===== src/rtl/output_mem_ctrl_if.sv =====
// output_mem_ctrl_if: start/size inputs and per-bank enable/address outputs of the output memory sequencer; OUT_MEM_DBUF_EN adds the ping-pong bank bits
interface output_mem_ctrl_if #(
  parameter int SYS_COL    = 16,
  parameter int DATA_WIDTH = 16,
  parameter int ADDR_WIDTH = 8
);
  logic                  wr_en_in;
  logic                  rd_en_in;
  logic [DATA_WIDTH-1:0] num_row;
  logic [SYS_COL-1:0]    wr_en;
  logic [ADDR_WIDTH-1:0] wr_addr [0:SYS_COL-1];
  logic [SYS_COL-1:0]    rd_en;
  logic [ADDR_WIDTH-1:0] rd_addr;
  logic                  wr_done;
  logic                  rd_done;
  logic                  busy;
`ifdef OUT_MEM_DBUF_EN
  logic                  wr_bank;
  logic                  rd_bank;
  modport master (
    output wr_en_in, rd_en_in, num_row,
    input  wr_en, wr_addr, rd_en, rd_addr, wr_done, rd_done, busy, wr_bank, rd_bank
  );
  modport slave (
    input  wr_en_in, rd_en_in, num_row,
    output wr_en, wr_addr, rd_en, rd_addr, wr_done, rd_done, busy, wr_bank, rd_bank
  );
`else
  modport master (
    output wr_en_in, rd_en_in, num_row,
    input  wr_en, wr_addr, rd_en, rd_addr, wr_done, rd_done, busy
  );
  modport slave (
    input  wr_en_in, rd_en_in, num_row,
    output wr_en, wr_addr, rd_en, rd_addr, wr_done, rd_done, busy
  );
`endif
endinterface


===== src/rtl/output_mem_ctrl.sv =====
// output_mem_ctrl: de-skewed write / parallel drain sequencer for the systolic array output banks; OUT_MEM_DBUF_EN selects ping-pong banks with overlapping read and write
module output_mem_ctrl #(
  parameter int SYS_ROW    = 16,
  parameter int SYS_COL    = 16,
  parameter int DATA_WIDTH = 16,
  parameter int ACCUM_SIZE = 4096,
  parameter int ADDR_WIDTH = 8
) (
  input logic              clk,
  input logic              rstn,
  output_mem_ctrl_if.slave bus
);
  localparam int ACCUM_ROW = ACCUM_SIZE / SYS_COL;
  localparam int CW = ADDR_WIDTH + 1;
  localparam int PW = $clog2(ACCUM_ROW + SYS_COL + 1);
  typedef enum logic [1:0] {IDLE, WRITE, READ} state_t;
  logic [CW-1:0] wn, rn, clamp_n, rcnt;
  logic [PW-1:0] wcnt;
  logic wr_go, rd_go, wr_act, rd_act, w_on, r_on, w_last;
  if (ADDR_WIDTH != $clog2(ACCUM_SIZE / SYS_COL) || SYS_ROW < 1) begin : g_cfg_check
    $error("output_mem_ctrl: ADDR_WIDTH must equal clog2(ACCUM_SIZE/SYS_COL)");
  end
  assign clamp_n = (bus.num_row > DATA_WIDTH'(ACCUM_ROW)) ? CW'(ACCUM_ROW) : CW'(bus.num_row);
  assign w_on = wcnt < PW'(wn);
  assign r_on = rcnt < rn;
  assign w_last = (wn == '0) ? (wcnt == '0) : (wcnt == PW'(wn) + PW'(SYS_COL - 1));
`ifdef OUT_MEM_DBUF_EN
  state_t wr_st, rd_st;
  logic [CW-1:0] last_n;
  logic last_bank;
  assign wr_act = wr_st == WRITE;
  assign rd_act = rd_st == READ;
  assign wr_go = wr_st == IDLE && bus.wr_en_in;
  assign rd_go = rd_st == IDLE && bus.rd_en_in;
  assign bus.busy = wr_act | rd_act;
  // independent write and read sub-FSMs, each returning to IDLE after its done pulse
  always_ff @(posedge clk) begin
    if (!rstn) begin
      wr_st <= IDLE;
      rd_st <= IDLE;
    end else begin
      wr_st <= wr_go ? WRITE : bus.wr_done ? IDLE : wr_st;
      rd_st <= rd_go ? READ : bus.rd_done ? IDLE : rd_st;
    end
  end
  // bank flip on write completion; a read drains the bank and size of the last completed write
  always_ff @(posedge clk) begin
    if (!rstn) begin
      bus.wr_bank <= 1'b0;
      bus.rd_bank <= 1'b0;
      last_bank   <= 1'b0;
      last_n      <= '0;
      rn          <= '0;
    end else begin
      if (bus.wr_done) begin
        bus.wr_bank <= ~bus.wr_bank;
        last_bank   <= bus.wr_bank;
        last_n      <= wn;
      end
      if (rd_go) begin
        bus.rd_bank <= last_bank;
        rn          <= last_n;
      end
    end
  end
`else
  state_t state;
  assign wr_act = state == WRITE;
  assign rd_act = state == READ;
  assign wr_go = state == IDLE && bus.wr_en_in;
  assign rd_go = state == IDLE && bus.rd_en_in && !bus.wr_en_in;
  assign bus.busy = state != IDLE;
  assign rn = wn;
  // single phase FSM: write has priority, back to IDLE the cycle after a done pulse
  always_ff @(posedge clk) begin
    if (!rstn) state <= IDLE;
    else state <= wr_go ? WRITE : rd_go ? READ : (bus.wr_done || bus.rd_done) ? IDLE : state;
  end
`endif
  // latch the clamped row count of an accepted write
  always_ff @(posedge clk) begin
    if (!rstn) wn <= '0;
    else if (wr_go) wn <= clamp_n;
  end
  // column 0 follows the phase counter; every other column is its left neighbour one cycle later
  always_ff @(posedge clk) begin
    if (!rstn || !wr_act) begin
      wcnt        <= '0;
      bus.wr_en   <= '0;
      bus.wr_done <= 1'b0;
      for (int j = 0; j < SYS_COL; j++) bus.wr_addr[j] <= '0;
    end else begin
      wcnt           <= wcnt + 1'b1;
      bus.wr_en[0]   <= w_on;
      bus.wr_addr[0] <= w_on ? wcnt[ADDR_WIDTH-1:0] : '0;
      for (int j = 1; j < SYS_COL; j++) begin
        bus.wr_en[j]   <= bus.wr_en[j-1];
        bus.wr_addr[j] <= bus.wr_addr[j-1];
      end
      bus.wr_done <= w_last;
    end
  end
  // drain all banks in lockstep, one row per cycle, then pulse done
  always_ff @(posedge clk) begin
    if (!rstn || !rd_act) begin
      rcnt        <= '0;
      bus.rd_en   <= '0;
      bus.rd_addr <= '0;
      bus.rd_done <= 1'b0;
    end else begin
      rcnt        <= rcnt + 1'b1;
      bus.rd_en   <= {SYS_COL{r_on}};
      bus.rd_addr <= r_on ? rcnt[ADDR_WIDTH-1:0] : '0;
      bus.rd_done <= rcnt == rn;
    end
  end
endmodule


===== src/flat_wrapper.sv =====
// flat-port wrapper written by rule: the top's interface ports become plain ports
module output_mem_ctrl_flat 
#(
  parameter int SYS_ROW    = 16,
  parameter int SYS_COL    = 16,
  parameter int DATA_WIDTH = 16,
  parameter int ACCUM_SIZE = 4096,
  parameter int ADDR_WIDTH = 8
)
  (clk, rstn, bus_wr_en_in, bus_rd_en_in, bus_num_row, bus_wr_en, bus_wr_addr, bus_rd_en, bus_rd_addr, bus_wr_done, bus_rd_done, bus_busy);
  output_mem_ctrl_if #(.SYS_COL(SYS_COL), .DATA_WIDTH(DATA_WIDTH), .ADDR_WIDTH(ADDR_WIDTH)) bus_i ();
  input logic clk;
  input logic rstn;
  input wire logic [$bits(bus_i.wr_en_in)-1:0] bus_wr_en_in;
  input wire logic [$bits(bus_i.rd_en_in)-1:0] bus_rd_en_in;
  input wire logic [$bits(bus_i.num_row)-1:0] bus_num_row;
  output wire logic [$bits(bus_i.wr_en)-1:0] bus_wr_en;
  output wire logic [$bits(bus_i.wr_addr)-1:0] bus_wr_addr;
  output wire logic [$bits(bus_i.rd_en)-1:0] bus_rd_en;
  output wire logic [$bits(bus_i.rd_addr)-1:0] bus_rd_addr;
  output wire logic [$bits(bus_i.wr_done)-1:0] bus_wr_done;
  output wire logic [$bits(bus_i.rd_done)-1:0] bus_rd_done;
  output wire logic [$bits(bus_i.busy)-1:0] bus_busy;
  assign bus_i.wr_en_in = bus_wr_en_in;
  assign bus_i.rd_en_in = bus_rd_en_in;
  assign bus_i.num_row = bus_num_row;
  assign bus_wr_en = bus_i.wr_en;
  assign bus_wr_addr = {>>{bus_i.wr_addr}};
  assign bus_rd_en = bus_i.rd_en;
  assign bus_rd_addr = bus_i.rd_addr;
  assign bus_wr_done = bus_i.wr_done;
  assign bus_rd_done = bus_i.rd_done;
  assign bus_busy = bus_i.busy;
  output_mem_ctrl #(.SYS_ROW(SYS_ROW), .SYS_COL(SYS_COL), .DATA_WIDTH(DATA_WIDTH), .ACCUM_SIZE(ACCUM_SIZE), .ADDR_WIDTH(ADDR_WIDTH)) u_core (.clk(clk), .rstn(rstn), .bus(bus_i));
endmodule

===== config.mk =====
export PLATFORM = sky130hd
export DESIGN_NAME = output_mem_ctrl_flat
export DESIGN_NICKNAME = d
export VERILOG_FILES = /design/src/rtl/output_mem_ctrl_if.sv /design/src/rtl/output_mem_ctrl.sv /design/src/flat_wrapper.sv
export SDC_FILE = /design/constraint.sdc
export NUM_CORES = 1
export LEC_CHECK = 0
export ABC_AREA = 1
export CAP_MARGIN = 20
export CORE_ASPECT_RATIO = 2
export CORE_MARGIN = 2
export CORE_UTILIZATION = 27
export DETAILED_ROUTE_END_ITERATION = 7
export PLACE_DENSITY = 0.57
export SLEW_MARGIN = 20
export SYNTH_ARGS = -nofsm -noshare
export SYNTH_HDL_FRONTEND = slang
export SYNTH_SLANG_ARGS = --single-unit
export TNS_END_PERCENT = 30

===== constraint.sdc =====
create_clock -name clk -period 2.76 [get_ports clk]
set_input_delay 0.414 -clock clk [delete_from_list [all_inputs] [get_ports clk]]
set_output_delay 0.414 -clock clk [all_outputs]
set_load 0.005 [all_outputs]

Yosys cells after proc, flatten, opt, wreduce, memory -nomap -nowiden
Cells that the tools add are included.
{"block": "totals", "regBits": 184, "latchBits": 0, "ramBits": 0, "out_inout_bits": 171, "memories": 0, "mem_bits_ro": 0}
{"block": "classes", "bitwise_logic": 3, "add_sub_neg": 3, "div": 0, "n_eq_ne": 4, "reduce_logical": 19, "mux": 5, "n_lt_le_gt_ge": 3, "multipliers": 0, "n_shift": 0}
{"operator": "adder 9 x 1 -> 9 bit, second input constant", "n": 2}
{"operator": "== test 9 bit", "n": 2}
{"operator": "zero test 9 bit", "n": 2}
{"operator": "< comparator 9 bit", "n": 2}
{"operator": "> comparator 16 x 9 -> 1 bit, second input constant", "n": 1}
{"operator": "adder 9 x 4 -> 9 bit, second input constant", "n": 1}
{"operator": "two-way mux 9 bit", "n": 1}
{"operator": "OR reduction 2 bit", "n": 3}
{"operator": "zero test 1 bit", "n": 4}
{"operator": "two-way mux 2 bit", "n": 2}
{"operator": "nonzero test 2 bit", "n": 2}
{"operator": "logical AND 1 bit", "n": 3}
{"operator": "logical OR 1 bit", "n": 3}
{"operator": "NOT 1 bit", "n": 3}
{"operator": "nonzero test 3 bit", "n": 1}
{"operator": "== test 2 x 1 -> 1 bit, second input constant", "n": 1}
{"operator": "== test 2 bit, second input constant", "n": 1}
{"operator": "zero test 2 bit", "n": 1}
{"operator": "two-way mux 1 bit", "n": 2}

Depth between registers and ports, before layout
{"block": "logic_depth", "word_depth": 5, "depth_mapped": 12, "mapped_depth_nobuf": 12}

Worst setup path after synthesis
Ideal clock, no wire load.
{"block": "synth_path", "kind": "register to register", "startpoint": "reg u_core.wn[6], in the netlist u_core.rn[6]", "endpoint": "reg u_core.bus.rd_addr[0]", "n_path_buf": 0, "stages_incl_launch_ff": 8, "path_slack_ns": 1.211, "arrival_time_ns": 1.482, "synth_period_minus_slack_ns": 1.549, "path_cell_list": "dfxtp_1 inv_1 ha_1 a21oi_1 nor2_1 a211oi_1 nand4_4 nor2_1"}
{"block": "synth_between", "elab_chain_len": 3}
{"item": "from (decl)", "line": "output_mem_ctrl.sv:17", "text": "logic [CW-1:0] wn, rn, clamp_n, rcnt;"}
{"item": "from (signal assigned)", "line": "output_mem_ctrl.sv:83", "text": "else if (wr_go) wn <= clamp_n;"}
{"item": "< comparator 9 bit", "line": "output_mem_ctrl.sv:25", "text": "assign r_on = rcnt < rn;"}
{"item": "NOT 1 bit (no source line)"}
{"item": "OR reduction 2 bit (no source line)"}
{"item": "to (signal assigned)", "line": "output_mem_ctrl.sv:113", "text": "bus.rd_addr <= r_on ? rcnt[ADDR_WIDTH-1:0] : '0;"}
{"item": "to (decl)", "line": "output_mem_ctrl_if.sv:35", "text": "output wr_en, wr_addr, rd_en, rd_addr, wr_done, rd_done, busy"}
Every way passes these cells.
A chain may end at the register's enable or synchronous reset.

Final worst setup path
{"block": "layout_path", "startpoint": "reg u_core.bus.rd_en[0] (netlist name)", "endpoint": "out bus_rd_en[2]"}
{"item": "to (decl)", "line": "flat_wrapper.sv:19", "text": "output wire logic [$bits(bus_i.rd_en)-1:0] bus_rd_en;"}
No word-level cell between the ends.

==> results.sh <==
export IMPL_total_leakage_power_uw=0.00320
export IMPL_floorplan_initialDensity_pct=27.2
export IMPL_critical_path_slowest_cell="dfxtp_1"
export IMPL_route_detailed_vias_per_inst=4.07
export IMPL_final_core_util_pct=38.3
export IMPL_htree_num_levels=4
export IMPL_die_width_um=113
export IMPL_grt_pass1_wl_um=25900
export IMPL_postCtsSetupBuffers=0
export IMPL_clkSinkCount=184
export IMPL_drtIter0Drc=223
export IMPL_mappedNetlistNets=813
export IMPL_ff2ff_path_depth=7
export IMPL_clkPwrFrac_pct=45.0
export IMPL_netlist_instances=770
export IMPL_nNetsFinal=996
export IMPL_drv_slew=0
export IMPL_post_cts_resize_count=0
export IMPL_cts_inserted_buffers=17
export IMPL_endpoint_kind="primary output"
export IMPL_clock_latency_ns=0.44
export IMPL_power_share_combinational_pct=4.0
export IMPL_grt_max_degree=45
export IMPL_status="finished clean"
export IMPL_globalplace_congestion=0.881
export IMPL_setup_violations=0
export IMPL_fp_row_count=80
export IMPL_slew_of_the_pin_with_the_lowest_slew_margin_ns=0.509
export IMPL_timing_final_crit_period_ns=2.03
export IMPL_detail_route_antenna_nets=0
export IMPL_post_synth_cell_area_avg_um2=8.38
export IMPL_root_buffer="clkbuf_16"
export IMPL_hold_path_depth=2
export IMPL_postSynthRegisterBits=184
export IMPL_post_place_ws_ns=0.711
export IMPL_first_global_vias=4985
export IMPL_worstSetupStartpointType="register"
export IMPL_synth_largest_area_cell="dfxtp_1"
export IMPL_worstPathArrival_ns=1.62
export IMPL_critical_path_max_fanout=16
export IMPL_syn_cell_area_um2=6450
export IMPL_finalWirelength_um=16900
export IMPL_criticalPathCategory="reg -> out"
export IMPL_synth_top_cell_area_share_pct=57.1
export IMPL_power_share_switching_pct=22.9
export IMPL_path_depth=1
export IMPL_num_antenna_cells=0
export IMPL_post_dp_hpwl_um=13400
export IMPL_maxSlewHeadroom_pct=65.9
export IMPL_fmax_mhz=492
export IMPL_floorplan_die_height_um=223
export IMPL_finalClockSkew_ns=0.00460
export IMPL_design_die_area_um2=25200
export IMPL_synthToLayoutAreaGrowth_pct=41.0
export IMPL_synth_sequential_area_ratio_pct=57.1
export IMPL_cts_tree="yes"
export IMPL_finalHoldViolations=0
export IMPL_routed_wire_length_per_instance_um=13.5
export IMPL_top_level_ports=191
export IMPL_timing_critical_path_max_delay_family="flip-flops"
export IMPL_max_vdd_ir_drop_mv=0.360
export IMPL_grt_overflow_total=0
export IMPL_cp_num_buf_inv=1
export IMPL_io_buffer_count=190
export IMPL_clk_pin_slew_worst_paths_ns=0.07
export IMPL_grt_setup_unrepaired="no"
export IMPL_worst_ep_required_time_ns=2.35
export IMPL_worst_path_largest_cell_delay_ns=0.59
export IMPL_power_density_cell_area_nw_per_um2=577
export IMPL_drv_max_cap_violation_count=0
export IMPL_routed_via_count=5100
export IMPL_antenna_found_initial=0
export IMPL_timing_final_ws_setup_ns=0.729
export IMPL_clock_tree_buffer_depth=2
export IMPL_postCtsHoldBufs=0
export IMPL_first_pass_detailed_route_iteration_total=4
export IMPL_coreArea_um2=23700
export IMPL_num_fill_cells=2459
export IMPL_synth_cell_types=35
export IMPL_totalNegativeSetupSlack_ns=0
export IMPL_power_share_sequential_pct=51.0
export IMPL_drc=0
export IMPL_final_layout_size_suffix_gt1_share_pct=6.31
export IMPL_fin_crit_sh_pct=73.6
export IMPL_ys_top_cells_by_area="dfxtp_1 (57%), inv_1 (10%), nor2_1 (10%)"
export IMPL_worstPathCellList="clkdlybuf4s50_1"
export IMPL_netSwitchingPower_uw=1200
export IMPL_yosysWarningCount=0
export IMPL_cellInternalPower_uw=4040
export IMPL_globalRouteTotalUtil_pct=13.8
export IMPL_min_path_type="reg -> reg"
-- per-stage QoR --
step | hold slack, ns | cells | cell area, um^2 | total power [uW]
final | 0.422 | 1253 | 9100 | 5250
after global routing | 0.440 | 1253 | 9100 | 5460
after CTS | 0.425 | 1253 | 9100 | 5340
after detailed placement | 0.414 | 1221 | 8520 | 2950
after global placement | 0.412 | 1221 | 8520 | 2950
after floorplan | 0.425 | 770 | 6450 | 2880
-- sequential cells by signal (all words and copies together), names as in the netlist --
name / cells
u_core.state: 2
u_core.rn: 9
u_core.bus.rd_en: 1
u_core.bus.wr_en: 16
u_core.bus.wr_done: 1
u_core.bus.rd_done: 1
u_core.wcnt: 9
u_core.bus.rd_addr: 8
u_core.bus.wr_addr: 128
u_core.rcnt: 9
-- path summary, 6_finish.rpt --
check	from	to	slack, ns
max	u_core.bus.rd_en[0]	bus_rd_en[2]	0.73
min	u_core.bus.wr_addr[121]	u_core.bus.wr_addr[113]	0.42
min reg2reg	u_core.bus.wr_addr[121]	u_core.bus.wr_addr[113]	0.42
max reg2reg	u_core.rn[6]	u_core.bus.rd_addr[3]	0.82
-- final cells by class --
class                           count  area [um^2]  share of cell area (%)
Inverter                          185          697                    7.66
Multi-Input combinational cell    370         1830                    20.1
Timing Repair Buffer              195         1950                    21.5
Clock buffer                       20          457                    5.02
Sequential cell                   184         3680                    40.5
Clock inverter                     12          119                    1.31
Tap cell                          287          359                    3.95
-- layer usage --
layer / share of wire [%] / track usage (%) / vias to the layer above
met2: 56 / 27.0 / 189
met3: 6.1 / 4.36 / 34
met5: 0 / 0 / -
met4: 4.2 / 7.75 / 0
met1: 34 / 11.8 / 2267
li1: - / - / 2610
-- cell usage after synthesis --
cell / number
dfxtp_1: 184
inv_1: 180
nor2_1: 176
nand2_1: 74
ha_1: 23
a21oi_1: 20
o21ai_0: 17
buf_4: 16
nor2_2: 13
nand3_1: 11
buf_6: 9
nor3_1: 6
clkbuf_1: 5
inv_2: 5
nor4_1: 5
nand4_1: 3
xnor2_1: 3
nand3b_1: 2
xor2_1: 2
a211oi_1: 1
a31oi_1: 1
and3_1: 1
buf_2: 1
nand2_2: 1
nand4_2: 1
nand4_4: 1
nor2_4: 1
nor3_2: 1
nor3_4: 1
nor3b_1: 1
nor4_2: 1
o21a_1: 1
o21ai_1: 1
o22ai_1: 1
o31ai_1: 1
-- cell usage in the layout, fill, tap and decap left out, drive strengths merged, types with 6 or more instances in the layout --
cell	n
nor3	8
a21oi	20
nand3	11
dfxtp	184
clkdlybuf4s50	190
clkbuf	20
nor4	6
nor2	190
o21ai	18
inv	188
nand2	75
ha	23
-- kinds of logic after synthesis --
group	count (synthesis)	synth area share, %
compound gates	43	3.49
xor+xnor	5	0.679
fa+ha+maj	23	4.46
buf+inv	216	14.6
flops	184	57.1
simple gates	299	19.7
-- power groups by stage --
stage          Sequential [uW]  Combinational, uW  Clock [uW]
2_1_floorplan             2730                143           0
3_3_place_gp              2740                212           0
3_5_place_dp              2740                213           0
4_1_cts                   2680                213        2450
5_1_grt                   2680                230        2550
6_report                  2680                208        2360
Power figures use the tool's default switching activity.
